### src/rtl/mul_cell_sequencer.sv
// Two-requester front end for an external pipelined 16x16 partial-product cell.
// Arbitrates requests, drives the cell, then recombines the four partial products into one result word.
module mul_cell_sequencer #(
  parameter int CELL_LATENCY = 1
) (
  input  logic        clk,
  input  logic        reset,
  input  logic        req0_valid_i,
  output logic        req0_ready_o,
  input  logic [1:0]  req0_op_i,
  input  logic [31:0] req0_src1_i,
  input  logic [31:0] req0_src2_i,
  input  logic        req1_valid_i,
  output logic        req1_ready_o,
  input  logic [1:0]  req1_op_i,
  input  logic [31:0] req1_src1_i,
  input  logic [31:0] req1_src2_i,
  output logic        rsp_valid_o,
  input  logic        rsp_ready_i,
  output logic        rsp_id_o,
  output logic [31:0] rsp_data_o,
  output logic [31:0] cell_src1_o,
  output logic [31:0] cell_src2_o,
  output logic        cell_src1_signed_o,
  output logic        cell_src2_signed_o,
  output logic        cell_en_o,
  input  logic [31:0] cell_p1_i,
  input  logic [31:0] cell_p2_i,
  input  logic [31:0] cell_p3_i,
  input  logic [31:0] cell_p4_i
);

  localparam int CNT_W = (CELL_LATENCY > 1) ? $clog2(CELL_LATENCY) : 1;
  localparam logic [CNT_W-1:0] CNT_LAST = CNT_W'(CELL_LATENCY - 1);

  typedef enum logic [2:0] {
    S_IDLE,
    S_ISSUE,
    S_WAIT,
    S_COMB,
    S_RESP
  } state_e;

  typedef enum logic [1:0] {
    OP_MUL    = 2'b00,
    OP_MULXSS = 2'b01,
    OP_MULXSU = 2'b10,
    OP_MULXUU = 2'b11
  } op_e;

  state_e           state_q;
  logic             rr_q;
  logic             hi_word_q;
  logic [CNT_W-1:0] cnt_q;
  logic             cell_en_q;
  logic [31:0]      cell_src1_q;
  logic [31:0]      cell_src2_q;
  logic             src1_signed_q;
  logic             src2_signed_q;
  logic             rsp_valid_q;
  logic             rsp_id_q;
  logic [31:0]      rsp_data_q;

  logic             grant_vld;
  logic             grant_id;
  logic [1:0]       sel_op;
  logic [31:0]      sel_src1;
  logic [31:0]      sel_src2;

  logic [63:0]      p2_ext;
  logic [63:0]      p3_ext;
  logic [63:0]      prod64;
  logic [31:0]      rsp_data_d;

  // {src1_signed, src2_signed}; MULXUU is unsigned like MUL.
  function automatic logic [1:0] op_signedness(input logic [1:0] op);
    case (op_e'(op))
      OP_MULXSS: return 2'b11;
      OP_MULXSU: return 2'b10;
      default:   return 2'b00;
    endcase
  endfunction

  // Grant is combinational so a requester that drops valid before its grant is never taken.
  always_comb begin
    // NOTE: defaults first so every path assigns each signal; otherwise a latch is inferred.
    grant_vld = 1'b0;
    grant_id  = 1'b0;
    if (!reset && state_q == S_IDLE) begin
      if (req0_valid_i && req1_valid_i) begin
        grant_vld = 1'b1;
        grant_id  = rr_q;
      end else if (req0_valid_i) begin
        grant_vld = 1'b1;
        grant_id  = 1'b0;
      end else if (req1_valid_i) begin
        grant_vld = 1'b1;
        grant_id  = 1'b1;
      end
    end
  end

  assign sel_op       = grant_id ? req1_op_i   : req0_op_i;
  assign sel_src1     = grant_id ? req1_src1_i : req0_src1_i;
  assign sel_src2     = grant_id ? req1_src2_i : req0_src2_i;
  assign req0_ready_o = grant_vld && !grant_id;
  assign req1_ready_o = grant_vld && grant_id;

  // The cross terms carry the sign of the high half they contain.
  always_comb begin
    p2_ext     = {{32{src2_signed_q & cell_p2_i[31]}}, cell_p2_i};
    p3_ext     = {{32{src1_signed_q & cell_p3_i[31]}}, cell_p3_i};
    prod64     = {32'd0, cell_p1_i} + (p2_ext << 16) + (p3_ext << 16) + {cell_p4_i, 32'd0};
    rsp_data_d = hi_word_q ? prod64[63:32] : prod64[31:0];
  end

  // NOTE: non-blocking assignments keep every register update order-independent within the edge.
  always_ff @(posedge clk) begin
    if (reset) begin
      state_q       <= S_IDLE;
      rr_q          <= 1'b0;
      hi_word_q     <= 1'b0;
      cnt_q         <= '0;
      cell_en_q     <= 1'b0;
      cell_src1_q   <= '0;
      cell_src2_q   <= '0;
      src1_signed_q <= 1'b0;
      src2_signed_q <= 1'b0;
      rsp_valid_q   <= 1'b0;
      rsp_id_q      <= 1'b0;
      rsp_data_q    <= '0;
    end else begin
      unique case (state_q)
        S_IDLE: begin
          if (grant_vld) begin
            rr_q                           <= ~grant_id;
            rsp_id_q                       <= grant_id;
            hi_word_q                      <= (sel_op != OP_MUL);
            {src1_signed_q, src2_signed_q} <= op_signedness(sel_op);
            cell_src1_q                    <= sel_src1;
            cell_src2_q                    <= sel_src2;
            cnt_q                          <= '0;
            cell_en_q                      <= 1'b1;
            state_q                        <= S_ISSUE;
          end
        end
        // cell_en stays high for CELL_LATENCY cycles; dropping it freezes the cell products.
        S_ISSUE, S_WAIT: begin
          if (cnt_q == CNT_LAST) begin
            cell_en_q <= 1'b0;
            state_q   <= S_COMB;
          end else begin
            cnt_q   <= cnt_q + 1'b1;
            state_q <= S_WAIT;
          end
        end
        S_COMB: begin
          rsp_data_q  <= rsp_data_d;
          rsp_valid_q <= 1'b1;
          state_q     <= S_RESP;
        end
        S_RESP: begin
          if (rsp_ready_i) begin
            rsp_valid_q <= 1'b0;
            state_q     <= S_IDLE;
          end
        end
        default: state_q <= S_IDLE;
      endcase
    end
  end

  assign rsp_valid_o        = rsp_valid_q;
  assign rsp_id_o           = rsp_id_q;
  assign rsp_data_o         = rsp_data_q;
  assign cell_src1_o        = cell_src1_q;
  assign cell_src2_o        = cell_src2_q;
  assign cell_src1_signed_o = src1_signed_q;
  assign cell_src2_signed_o = src2_signed_q;
  assign cell_en_o          = cell_en_q;

endmodule

### config.mk
export PLATFORM = sky130hd
export DESIGN_NAME = mul_cell_sequencer
export DESIGN_NICKNAME = d
export VERILOG_FILES = /design/src/rtl/mul_cell_sequencer.sv
export SDC_FILE = /design/constraint.sdc
export NUM_CORES = 1
export LEC_CHECK = 0
export CAP_MARGIN = 10
export CORE_MARGIN = 1
export CORE_UTILIZATION = 30
export DETAILED_ROUTE_END_ITERATION = 8
export GPL_TIMING_DRIVEN = 1
export PLACE_DENSITY_LB_ADDON = 0.3
export SLEW_MARGIN = 0
export SYNTH_ARGS = -nofsm -noshare
export SYNTH_HDL_FRONTEND = slang
export SYNTH_SLANG_ARGS = --single-unit
### constraint.sdc
create_clock -name clk -period 20.1 [get_ports clk]
set_input_delay 6.03 -clock clk [delete_from_list [all_inputs] [get_ports clk]]
set_output_delay 6.03 -clock clk [all_outputs]
set_load 0.005 [all_outputs]
; ---- Yosys cells after proc, flatten, opt, wreduce, memory -nomap -nowiden
; Index checks and enable logic that the tools add are counted.
; W data, S select, Z words.
[totals]
regBits = 107
in_bits = 265
elab_cells = 68
out_inout_bits = 103
[classes]
muxes = 24
n_eq_ne = 9
n_reduce_logical = 16
add_sub_neg = 4
n_bitwise = 3
[ops]
columns = op, count
row1 = $mux W32, 3
row2 = $add A64 B64 Y64, 1
row3 = $add A50 B49 Y51, 1
row4 = $add A33 B49 Y50, 1
row5 = $mux W1, 13
row6 = $pmux W3 S4, 1
row7 = $reduce_and A2 Y1, 4
row8 = $eq A3 B2 Y1 const B, 2
row9 = $mux W3, 2
row10 = $ne A2 B2 Y1 const B, 3
row11 = $pmux W1 S2, 3
row12 = $reduce_bool A2 Y1, 3
row13 = $logic_and A1 B1 Y1, 4
row14 = $pmux W2 S2, 1
row15 = $eq A3 B1 Y1 const B, 1
row16 = $eq A3 B3 Y1 const B, 1
row17 = $logic_not A3 Y1, 1
row18 = $reduce_and A3 Y1, 1
row19 = $and A1 B1 Y1, 2
row20 = $eq A2 B1 Y1 const B, 1
row21 = $eq A2 B2 Y1 const B, 1
row22 = $logic_not A1 Y1, 2
row23 = $mux W2, 1
row24 = $reduce_or A2 Y1, 1
row25 = other kinds (2), 2

; ---- Logic depth before layout (Yosys ltp)
; Gate-level depths: netlist (run 1).
[depth]
depth_word = 7
mapped_depth = 25
mapped_depth_nobuf = 25

; ---- Least setup slack after synthesis (run 1)
; No wires, ideal clock.
[synth_path]
path_type = in2out
startpoint = in reset
endpoint = out req1_ready_o
slack_ns = 6.922
t_required_ns = 14.070
arrival_time_ns = 7.148
stages = 5
cell_sequence = clkbuf_1 > nor4_1 > and3_1 > clkbuf_1 > clkbuf_1
[synth_via]
elab_chain_len = 4
[synth_rtl]
columns = element, line_no
row1 = "start, declared", 7  ; input logic reset,
row2 = $logic_not A1 Y1 (*), 89  ; if (!reset && state_q == S_IDLE) begin
row3 = $logic_and A1 B1 Y1 (*), 89
row4 = $mux W1, 89
row5 = $logic_and A1 B1 Y1 (*), 107  ; assign req1_ready_o = grant_vld && grant_id;
row6 = "end, declared", 14  ; output logic req1_ready_o,
; Every way passes the cells marked *; elsewhere a longest branch is shown, timed or not.

; ---- Worst setup path after layout (run 1)
[layout_path]
startpoint = in reset
endpoint = out req0_ready_o
[layout_via]
elab_chain_len = 5
[layout_rtl]
columns = element, line_no
row1 = $logic_not A1 Y1 (*), 89
row2 = $logic_and A1 B1 Y1 (*), 89
row3 = $mux W1, 89
row4 = $logic_not A1 Y1, 106  ; assign req0_ready_o = grant_vld && !grant_id;
row5 = $logic_and A1 B1 Y1 (*), 106
row6 = "end, declared", 9  ; output logic req0_ready_o,
; Marks and branches as above.

==> results.toml, run 1 <==
[setup_path]
r2r-end = "rsp_data_o[31]"
path_delay_family = "simple AND/OR/NAND/NOR gates"
setup.worst_path.end_class = "output pin"
crit_arrival_ns = 7.96
startpoint_type = "input port"
critPathMaxStageDelay_ns = 0.77
critPathSlowestCell = "nor4_1"
rr_worst_depth = 19
critical_path.max_fanout = 34
crit_required_ns = 14.07
crit_type = "in -> out"
cp.buffers_inverters = 2
reg2reg_slack_ns = 15.26
crit_chain = "buf_4 > nor4_1 > and3_2 > clkdlybuf4s50_1"
r2r_start = "cell_src2_signed_o"

[cells_and_area]
fin_cells = 1593
regArea_mm2 = 0.00212
final_cell_area_mm2 = 0.0122
finish.utilization = 0.469
drive_gt1_frac = 0.0398
fill_cells = 2568
nNetsFinal = 1620
syn2layout_area_growth_pct = 53.6
multiInputGateArea_mm2 = 0.00560

[yosys]
synth-seq-cells = 106
yosysMostFrequentCell = "nor2_1"
synthTopCellsByCount = "nor2_1, dfxtp_1, ha_1, a21oi_1, a222oi_1"
syn_nets = 1284
postSynthCellCount = 916
synth_edf_count = 0
syn_avg_cell_area_um2 = 8.69
synthesis.area_mm2 = 0.00796
async_flop_share = 0
yosys-top-cells-area = "dfxtp_1, ha_1, a222oi_1"
seq_area_frac_synth = 0.267
synth_cell_types = 66
ys.flop_type = "dfxtp_1"
yosysTopAreaCellShare = 0.267
synth_top_cell_by_area = "dfxtp_1"
synth-warning-count = 0

[cts]
cts_root_buf = "clkbuf_16"
htree_num_levels = 3
cts_setup_buffers = 0
clk_pin_slew_worst_paths_ns = 0.07
cts_buffers = 9
clock_latency_ns = 0.35
hold_buffers = 0
cts_tree = "built"
cts_num_sinks = 106
ctsLongestPathBuffers = 2
post_cts_resized = 0

[power]
peakVddDrop_mv = 0.0838
internal_power_uw = 616
combPwrFrac = 0.560
clock_power_share = 0.169
swShare = 0.396
power_switching_uw = 404
seq_power_share = 0.271
totalPowerFinal_uw = 1020
cellPowerDensity_mw_per_mm2 = 83.5
p_leak_uw = 0.00473

[hold_path]
hold_end = "rsp_data_o[2]"
holdPathStages = 2
holdCritStartpoint = "rsp_data_o[2]"
hp-class = "reg -> reg"

[placement]
place_congestion = 0.891
place_area_mm2 = 0.0119
dp_cells = 1576
numPortBuffers = 367
dpl.hpwl_um = 23800

[grt]
grtUsageTotal = 0.204
grt_start_max_net_pins = 74
grt_pass1_wl_um = 42600
use_met2 = 0.383
grt.met3_usage = 0.0424
global_route.usage.met1 = 0.231
overflow = 0
grt_busiest_layer = "met2"
grt_pass1_vias = 7797
antenna_found_initial = 2

[routing]
vias = 8516
finalWirelength_um = 29700
postRouteAntennaNets = 0
vias_per_cell = 5.35
firstDrtPassIters = 6
drt-initial-drc-count = 724
route.detailed.drc = 0
routedWlPerCell_um = 18.7

[floorplanning]
rows = 59
start_util = 0.305
dieArea_mm2 = 0.0272
die_height_um = 165
num_io_pins = 368
die_w_um = 165
core-area_mm2 = 0.0261

[timing]
clock-skew-final_ns = 0.0113
hold_viol = 0
slew_viol_final = 0
slew_headroom = 0.357
fin_setup_tns_ns = 0
period_needed_ns = 13.99
setup_viol = 0
timing.final.crit_share = 0.696
worst_pin_slew_ns = 0.956
timing.fmax_mhz = 71.5
rsz0062_at_grt = "no"

[flow_run]
maxCapViolations = 0

[status]
outcome = "complete, no violations"
logic make-up after synthesis:
family	count (synthesis)	share of synthesized area
simple gates	264	0.151
compound gates	308	0.294
mux	17	0.0214
flops	106	0.267
fa+ha+maj	103	0.179
xor+xnor	49	0.0558
buf+inv	69	0.0327
tightest hold or removal path: stages (launching register included):
cell     delay, ns
dfxtp_1       0.32
nand2_1       0.05
a21oi_1       0.05
state kept, by name (all words and copies together) (netlist names), 3 cells and up:
register / count
rsp_data_o: 32
state_q: 3
cell_src2_o: 32
cell_src1_o: 32
worst max path at each step:
| stage | startpoint | to | cells past startpoint |
|---|---|---|---|
| floorplan | reset | req1_ready_o | 5 |
| global placement | reset | req0_ready_o | 4 |
| detailed placement | reset | req0_ready_o | 4 |
| CTS | reset | req0_ready_o | 4 |
| global route | reset | req0_ready_o | 4 |
| finish | reset | req0_ready_o | 4 |
layout by cell type (no fill, tap or decap), types with 3 or more instances in the layout:
cell type | netlist | final
or3_1 | 3 | 3
xnor2_1 | 30 | 30
nor2b_1 | 7 | 7
o211ai_1 | 8 | 8
buf_4 | 0 | 8
a21o_1 | 20 | 20
nand3_1 | 14 | 14
a31o_2 | 3 | 3
a222oi_1 | 64 | 64
o21a_1 | 10 | 10
nand4_1 | 3 | 3
nand2b_1 | 11 | 11
and4_1 | 3 | 3
and3_1 | 13 | 11
inv_1 | 20 | 20
nor2_1 | 133 | 132
ha_1 | 85 | 85
a221o_1 | 4 | 4
or2_2 | 4 | 4
a211o_1 | 5 | 5
fa_1 | 18 | 18
nand2_1 | 39 | 39
nor3_1 | 19 | 19
clkdlybuf4s50_1 | 0 | 366
dfxtp_1 | 106 | 105
o31ai_1 | 5 | 5
o21bai_1 | 8 | 8
a21oi_1 | 66 | 66
and2_1 | 8 | 8
clkinvlp_4 | 0 | 3
a31oi_1 | 5 | 5
a211oi_1 | 37 | 37
xor2_1 | 18 | 18
clkbuf_16 | 0 | 9
o21ai_0 | 38 | 38
o311ai_0 | 3 | 3
o2111ai_1 | 3 | 3
mux2i_1 | 17 | 17
power groups by stage:
stage / clock network (uW) / registers, uW / logic (uW)
after floorplan: 0 / 281 / 338
after global placement: 0 / 280 / 565
after detailed placement: 0 / 282 / 571
after CTS: 178 / 277 / 573
after global routing: 187 / 282 / 627
final: 173 / 277 / 571
metrics by stage:
step	worst slack [ns]	hold WS (ns)
after floorplan	6.92	0.448
after global placement	6.19	0.444
after detailed placement	6.13	0.449
after CTS	6.13	0.465
after global routing	6.07	0.488
final	6.11	0.463
routing by layer:
layer / share of wire / vias to the layer above
met5: 0 / -
met4: 0.015 / 0
met3: 0.074 / 24
met2: 0.52 / 306
met1: 0.39 / 4002
li1: - / 4184
area by class of cell:
type | instances | area share
diodes | 1 | 0.000205
inverters | 20 | 0.00614
clock inverters | 6 | 0.00420
multi-input cells | 741 | 0.458
well taps | 335 | 0.0343
repair buffers | 374 | 0.305
clock buffers | 10 | 0.0187
flip-flops and latches | 106 | 0.174
(Power assumes the default switching activity.)
==> inputs of run 2 (changes only) <==
==> constraint.sdc (replaced) <==
create_clock -name clk -period 13.85 [get_ports clk]
set_input_delay 4.155 -clock clk [delete_from_list [all_inputs] [get_ports clk]]
set_output_delay 4.155 -clock clk [all_outputs]
set_load 0.005 [all_outputs]
==> results.toml, run 2 (synthesized netlist as in run 1, its figures left out) <==
[cts]
hold_buffers = 0
cts_buffers = 9
cts_root_buf = "clkbuf_16"
post_cts_resized = 0
clk_pin_slew_worst_paths_ns = 0.08
cts_num_sinks = 106
ctsLongestPathBuffers = 2
cts_setup_buffers = 0
htree_num_levels = 3
clock_latency_ns = 0.36
cts_tree = "built"

[setup_path]
critical_path.max_fanout = 40
path_delay_family = "simple AND/OR/NAND/NOR gates"
crit_required_ns = 9.69
rr_worst_depth = 21
crit_chain = "buf_4 > nor4_1 > and3_2 > clkdlybuf4s50_1"
crit_start = "reset"
endpoint = "req0_ready_o"
cp.depth = 4
critPathSlowestCell = "nor4_1"
crit_type = "in -> out"
startpoint_type = "input port"
setup.worst_path.end_class = "output pin"
crit_arrival_ns = 6.03
r2r_start = "cell_src1_signed_o"
reg2reg_slack_ns = 8.94
critPathMaxStageDelay_ns = 0.75
r2r-end = "rsp_data_o[28]"
cp.buffers_inverters = 2

[cells_and_area]
fin_cells = 1596
fill_cells = 2546
drive_gt1_frac = 0.0406
final_common_cell = "clkdlybuf4s50_1"
final_cell_mix = "clkdlybuf4s50_1, nor2_1, dfxtp_1"
syn2layout_area_growth_pct = 54.1
nNetsFinal = 1620

[timing]
timing.fmax_mhz = 98.1
period_needed_ns = 10.19
rsz0062_at_grt = "no"
clock-skew-final_ns = 0.00886
setup_viol = 0
timing.final.crit_share = 0.736
hold_viol = 0
fin_setup_tns_ns = 0
worst_pin_slew_ns = 0.920
slew_headroom = 0.381
hold_ws_ns = 0.466
slew_viol_final = 0

[routing]
finalWirelength_um = 29700
firstDrtPassIters = 8
routedWlPerCell_um = 18.6
drt-initial-drc-count = 813
vias_per_cell = 5.35
route.detailed.drc = 0
vias = 8545
postRouteAntennaNets = 0

[floorplanning]
die_height_um = 165
core-area_mm2 = 0.0261
start_util = 0.305
num_io_pins = 368
dieArea_mm2 = 0.0272
die_w_um = 165
rows = 59

[grt]
grt_pass1_vias = 7953
global_route.usage.met1 = 0.237
grt_busiest_layer = "met2"
grt.met3_usage = 0.0389
use_met2 = 0.382
antenna_found_initial = 4
grt_start_max_net_pins = 68
overflow = 0
grtUsageTotal = 0.207
grt_pass1_wl_um = 43200

[hold_path]
holdPathStages = 2
hp-class = "reg -> reg"

[flow_run]
maxCapViolations = 0

[power]
peakVddDrop_mv = 0.103
p_leak_uw = 0.00476
totalPowerFinal_uw = 1510
cellPowerDensity_mw_per_mm2 = 123

[placement]
place_congestion = 0.872
dp_cells = 1576
numPortBuffers = 367
dpl.hpwl_um = 23900

[status]
outcome = "complete, no violations"
## run 2: cell types whose count changed in the layout (fill, tap and decap cells not counted), sizes merged
cell | before | now
bufinv | 0 | 1
clkinvlp | 3 | 0
clkbuf | 10 | 9
inv | 22 | 23
diode | 1 | 4
clkinv | 1 | 3
## run 2: worst min-delay path: stages (launching register included)
cell     delay (ns)
dfxtp_1        0.32
nand2_1        0.06
a21oi_1        0.05
## run 2: per-stage QoR
step / util / instance area [um2] / setup slack, ns
final: 0.471 / 12300 / 3.66
after floorplan: - / 7960 / 4.42
after detailed placement: 0.458 / 11900 / 3.67
after CTS: 0.470 / 12300 / 3.67
after global placement: 0.458 / 11900 / 3.68
after global routing: 0.471 / 12300 / 3.54
## run 2: cell type report
class                      instances  area, um2  area share
antenna                            4       10.0    0.000816
inverter                          20       75.1     0.00612
timing repair buffer             374       3720       0.304
sequential                       106       2120       0.173
multi-input combinational        741       5600       0.456
clock buffer                       9        225      0.0184
tap                              335        419      0.0342
clock inverter                     7       92.6     0.00755
## run 2: worst min-delay path by stage
| stage | start | end | slack, ns |
|---|---|---|---|
| after global routing | rsp_data_o[2] | rsp_data_o[2] | 0.49 |
| after CTS | rsp_data_o[2] | rsp_data_o[2] | 0.47 |
| after global placement | rsp_data_o[2] | rsp_data_o[2] | 0.44 |
| final | rsp_data_o[2] | rsp_data_o[2] | 0.47 |
| after detailed placement | rsp_data_o[2] | rsp_data_o[2] | 0.45 |
| after floorplan | rsp_data_o[2] | rsp_data_o[2] | 0.45 |
## run 2: routing by layer
metal | vias up | share of wire
met5 | - | 0
met4 | 0 | 0.023
met3 | 33 | 0.071
met2 | 326 | 0.51
met1 | 3991 | 0.39
li1 | 4195 | -
## run 2: where the power goes
part           total (uW)  switching, uW  leakage [uW]  internal, uW
clock network         278            133      0.000155           145
logic                 825            419       0.00374           405
registers             404           39.3      0.000864           365
==> inputs of run 3 (changes only) <==
==> constraint.sdc (replaced) <==
create_clock -name clk -period 8.9 [get_ports clk]
set_input_delay 2.67 -clock clk [delete_from_list [all_inputs] [get_ports clk]]
set_output_delay 2.67 -clock clk [all_outputs]
set_load 0.005 [all_outputs]
==> results.toml, run 3 (synthesized netlist as in run 1, its figures left out) <==
[cells_and_area]
final_cell_mix = "clkdlybuf4s50_1, nor2_1, dfxtp_1"
drive_gt1_frac = 0.0421
final_common_cell = "clkdlybuf4s50_1"
finish.utilization = 0.470
final_cell_area_mm2 = 0.0123
fin_cells = 1598
nNetsFinal = 1622
syn2layout_area_growth_pct = 53.9

[status]
outcome = "complete, no violations"

[grt]
overflow = 0
grtUsageTotal = 0.207
grt_start_max_net_pins = 106
grt_pass1_vias = 7831
antenna_found_initial = 5
grt_pass1_wl_um = 43000

[floorplanning]
die_w_um = 165
die_height_um = 165
dieArea_mm2 = 0.0272
rows = 59
start_util = 0.305
core-area_mm2 = 0.0261
num_io_pins = 368

[cts]
ctsLongestPathBuffers = 2
cts_buffers = 9
cts_setup_buffers = 0
cts_tree = "built"
clock_latency_ns = 0.35
cts_num_sinks = 106
htree_num_levels = 3
cts_root_buf = "clkbuf_16"
post_cts_resized = 0
clk_pin_slew_worst_paths_ns = 0.08
hold_buffers = 0

[setup_path]
critical_path.max_fanout = 6
path_delay_family = "compound AO/OA/AOI/OAI gates"
startpoint_type = "input port"
reg2reg_slack_ns = 4.06
critPathMaxStageDelay_ns = 0.48
critPathSlowestCell = "fa_1"
crit_arrival_ns = 8.61
cp.buffers_inverters = 2
crit_required_ns = 9.19
setup.worst_path.end_class = "flip-flop"
crit_chain = "clkdlybuf4s50_1 > fa_1 > ha_1 > inv_1 > fa_1 > nor2b_4 > o31a_1 > o311ai_2 > a21o_1 > o21ai_2 > o41a_4 > a31o_4 > a31oi_4 > xnor2_1 > ha_1 > and3_1 > a221o_1 > a32oi_1 > o21ai_0 > a22oi_1 > o2111ai_1 > a31oi_1 > xor3_1 > a21oi_1"
crit_type = "in -> reg"

[placement]
pre_cts_ws_ns = 0.252
dpl.hpwl_um = 23700
numPortBuffers = 367
place_congestion = 0.880
place_area_mm2 = 0.0120
dp_cells = 1578

[timing]
rsz0062_at_grt = "no"
setup_viol = 0
timing.fmax_mhz = 120
hold_viol = 0
slew_headroom = 0.187
fin_setup_tns_ns = 0
clock-skew-final_ns = 0.00931
period_needed_ns = 8.32
finalWorstSetupSlack_ns = 0.583
timing.final.crit_share = 0.934
worst_pin_slew_ns = 1.22
slew_viol_final = 0

[flow_run]
maxCapViolations = 0

[routing]
vias = 8535
firstDrtPassIters = 8
vias_per_cell = 5.34
drt-initial-drc-count = 667
routedWlPerCell_um = 18.7
route.detailed.drc = 0
finalWirelength_um = 29900
postRouteAntennaNets = 0

[power]
peakVddDrop_mv = 0.0978
p_leak_uw = 0.00475
cellPowerDensity_mw_per_mm2 = 189

[hold_path]
hp-class = "reg -> reg"
==> run 3: worst paths after layout <==
path               endpoint               start  cells past startpoint
max          rsp_data_o[31]       cell_p1_i[17]                     24
min reg2reg   rsp_data_o[2]       rsp_data_o[2]                      2
min           rsp_data_o[2]       rsp_data_o[2]                      2
max reg2reg  rsp_data_o[27]  cell_src2_signed_o                     19
==> run 3: power by group <==
group          internal (uW)  leakage, uW  switching, uW
Combinational            635      0.00375            651
Sequential               568     0.000864           59.5
Clock                    201     0.000137            199
==> run 3: final cells by class <==
class | instances | area (um2)
fill | 2505 | 13800
timing repair buffer | 376 | 3740
tap | 335 | 419
sequential | 106 | 2120
inverter | 20 | 75.1
multi-input combinational | 741 | 5600
antenna | 4 | 10.0
clock buffer | 10 | 239
clock inverter | 6 | 48.8
==> run 3: worst reg2reg max path, cell delays in order, from the launching register on <==
cell       delay [ns]
dfxtp_1          0.50
and2_1           0.21
ha_1             0.25
ha_1             0.32
nand2_1          0.11
nor3b_1          0.27
nand2_1          0.12
o41ai_1          0.27
mux2i_1          0.19
buf_4            0.24
ha_1             0.42
a21oi_1          0.10
o211ai_1         0.11
o2111ai_1        0.20
a311oi_1         0.51
a22oi_1          0.24
o21ai_0          0.27
o21ai_0          0.12
a21oi_1          0.15
nor3_1           0.07
==> run 3: through the flow <==
step / hold slack, ns / power, uW
finish: 0.459 / 2310
global route: 0.492 / 2490
CTS: 0.461 / 2330
detailed placement: 0.450 / 1930
global placement: 0.441 / 1920
floorplan: 0.448 / 1400
==> run 3: layer usage <==
| layer | vias up | GRT usage | part of all wire |
|---|---|---|---|
| li1 | 4185 | - | - |
| met3 | 27 | 0.0306 | 0.065 |
| met1 | 4007 | 0.240 | 0.40 |
| met2 | 316 | 0.381 | 0.51 |
| met5 | - | 0 | 0 |
| met4 | 0 | 0.0776 | 0.024 |
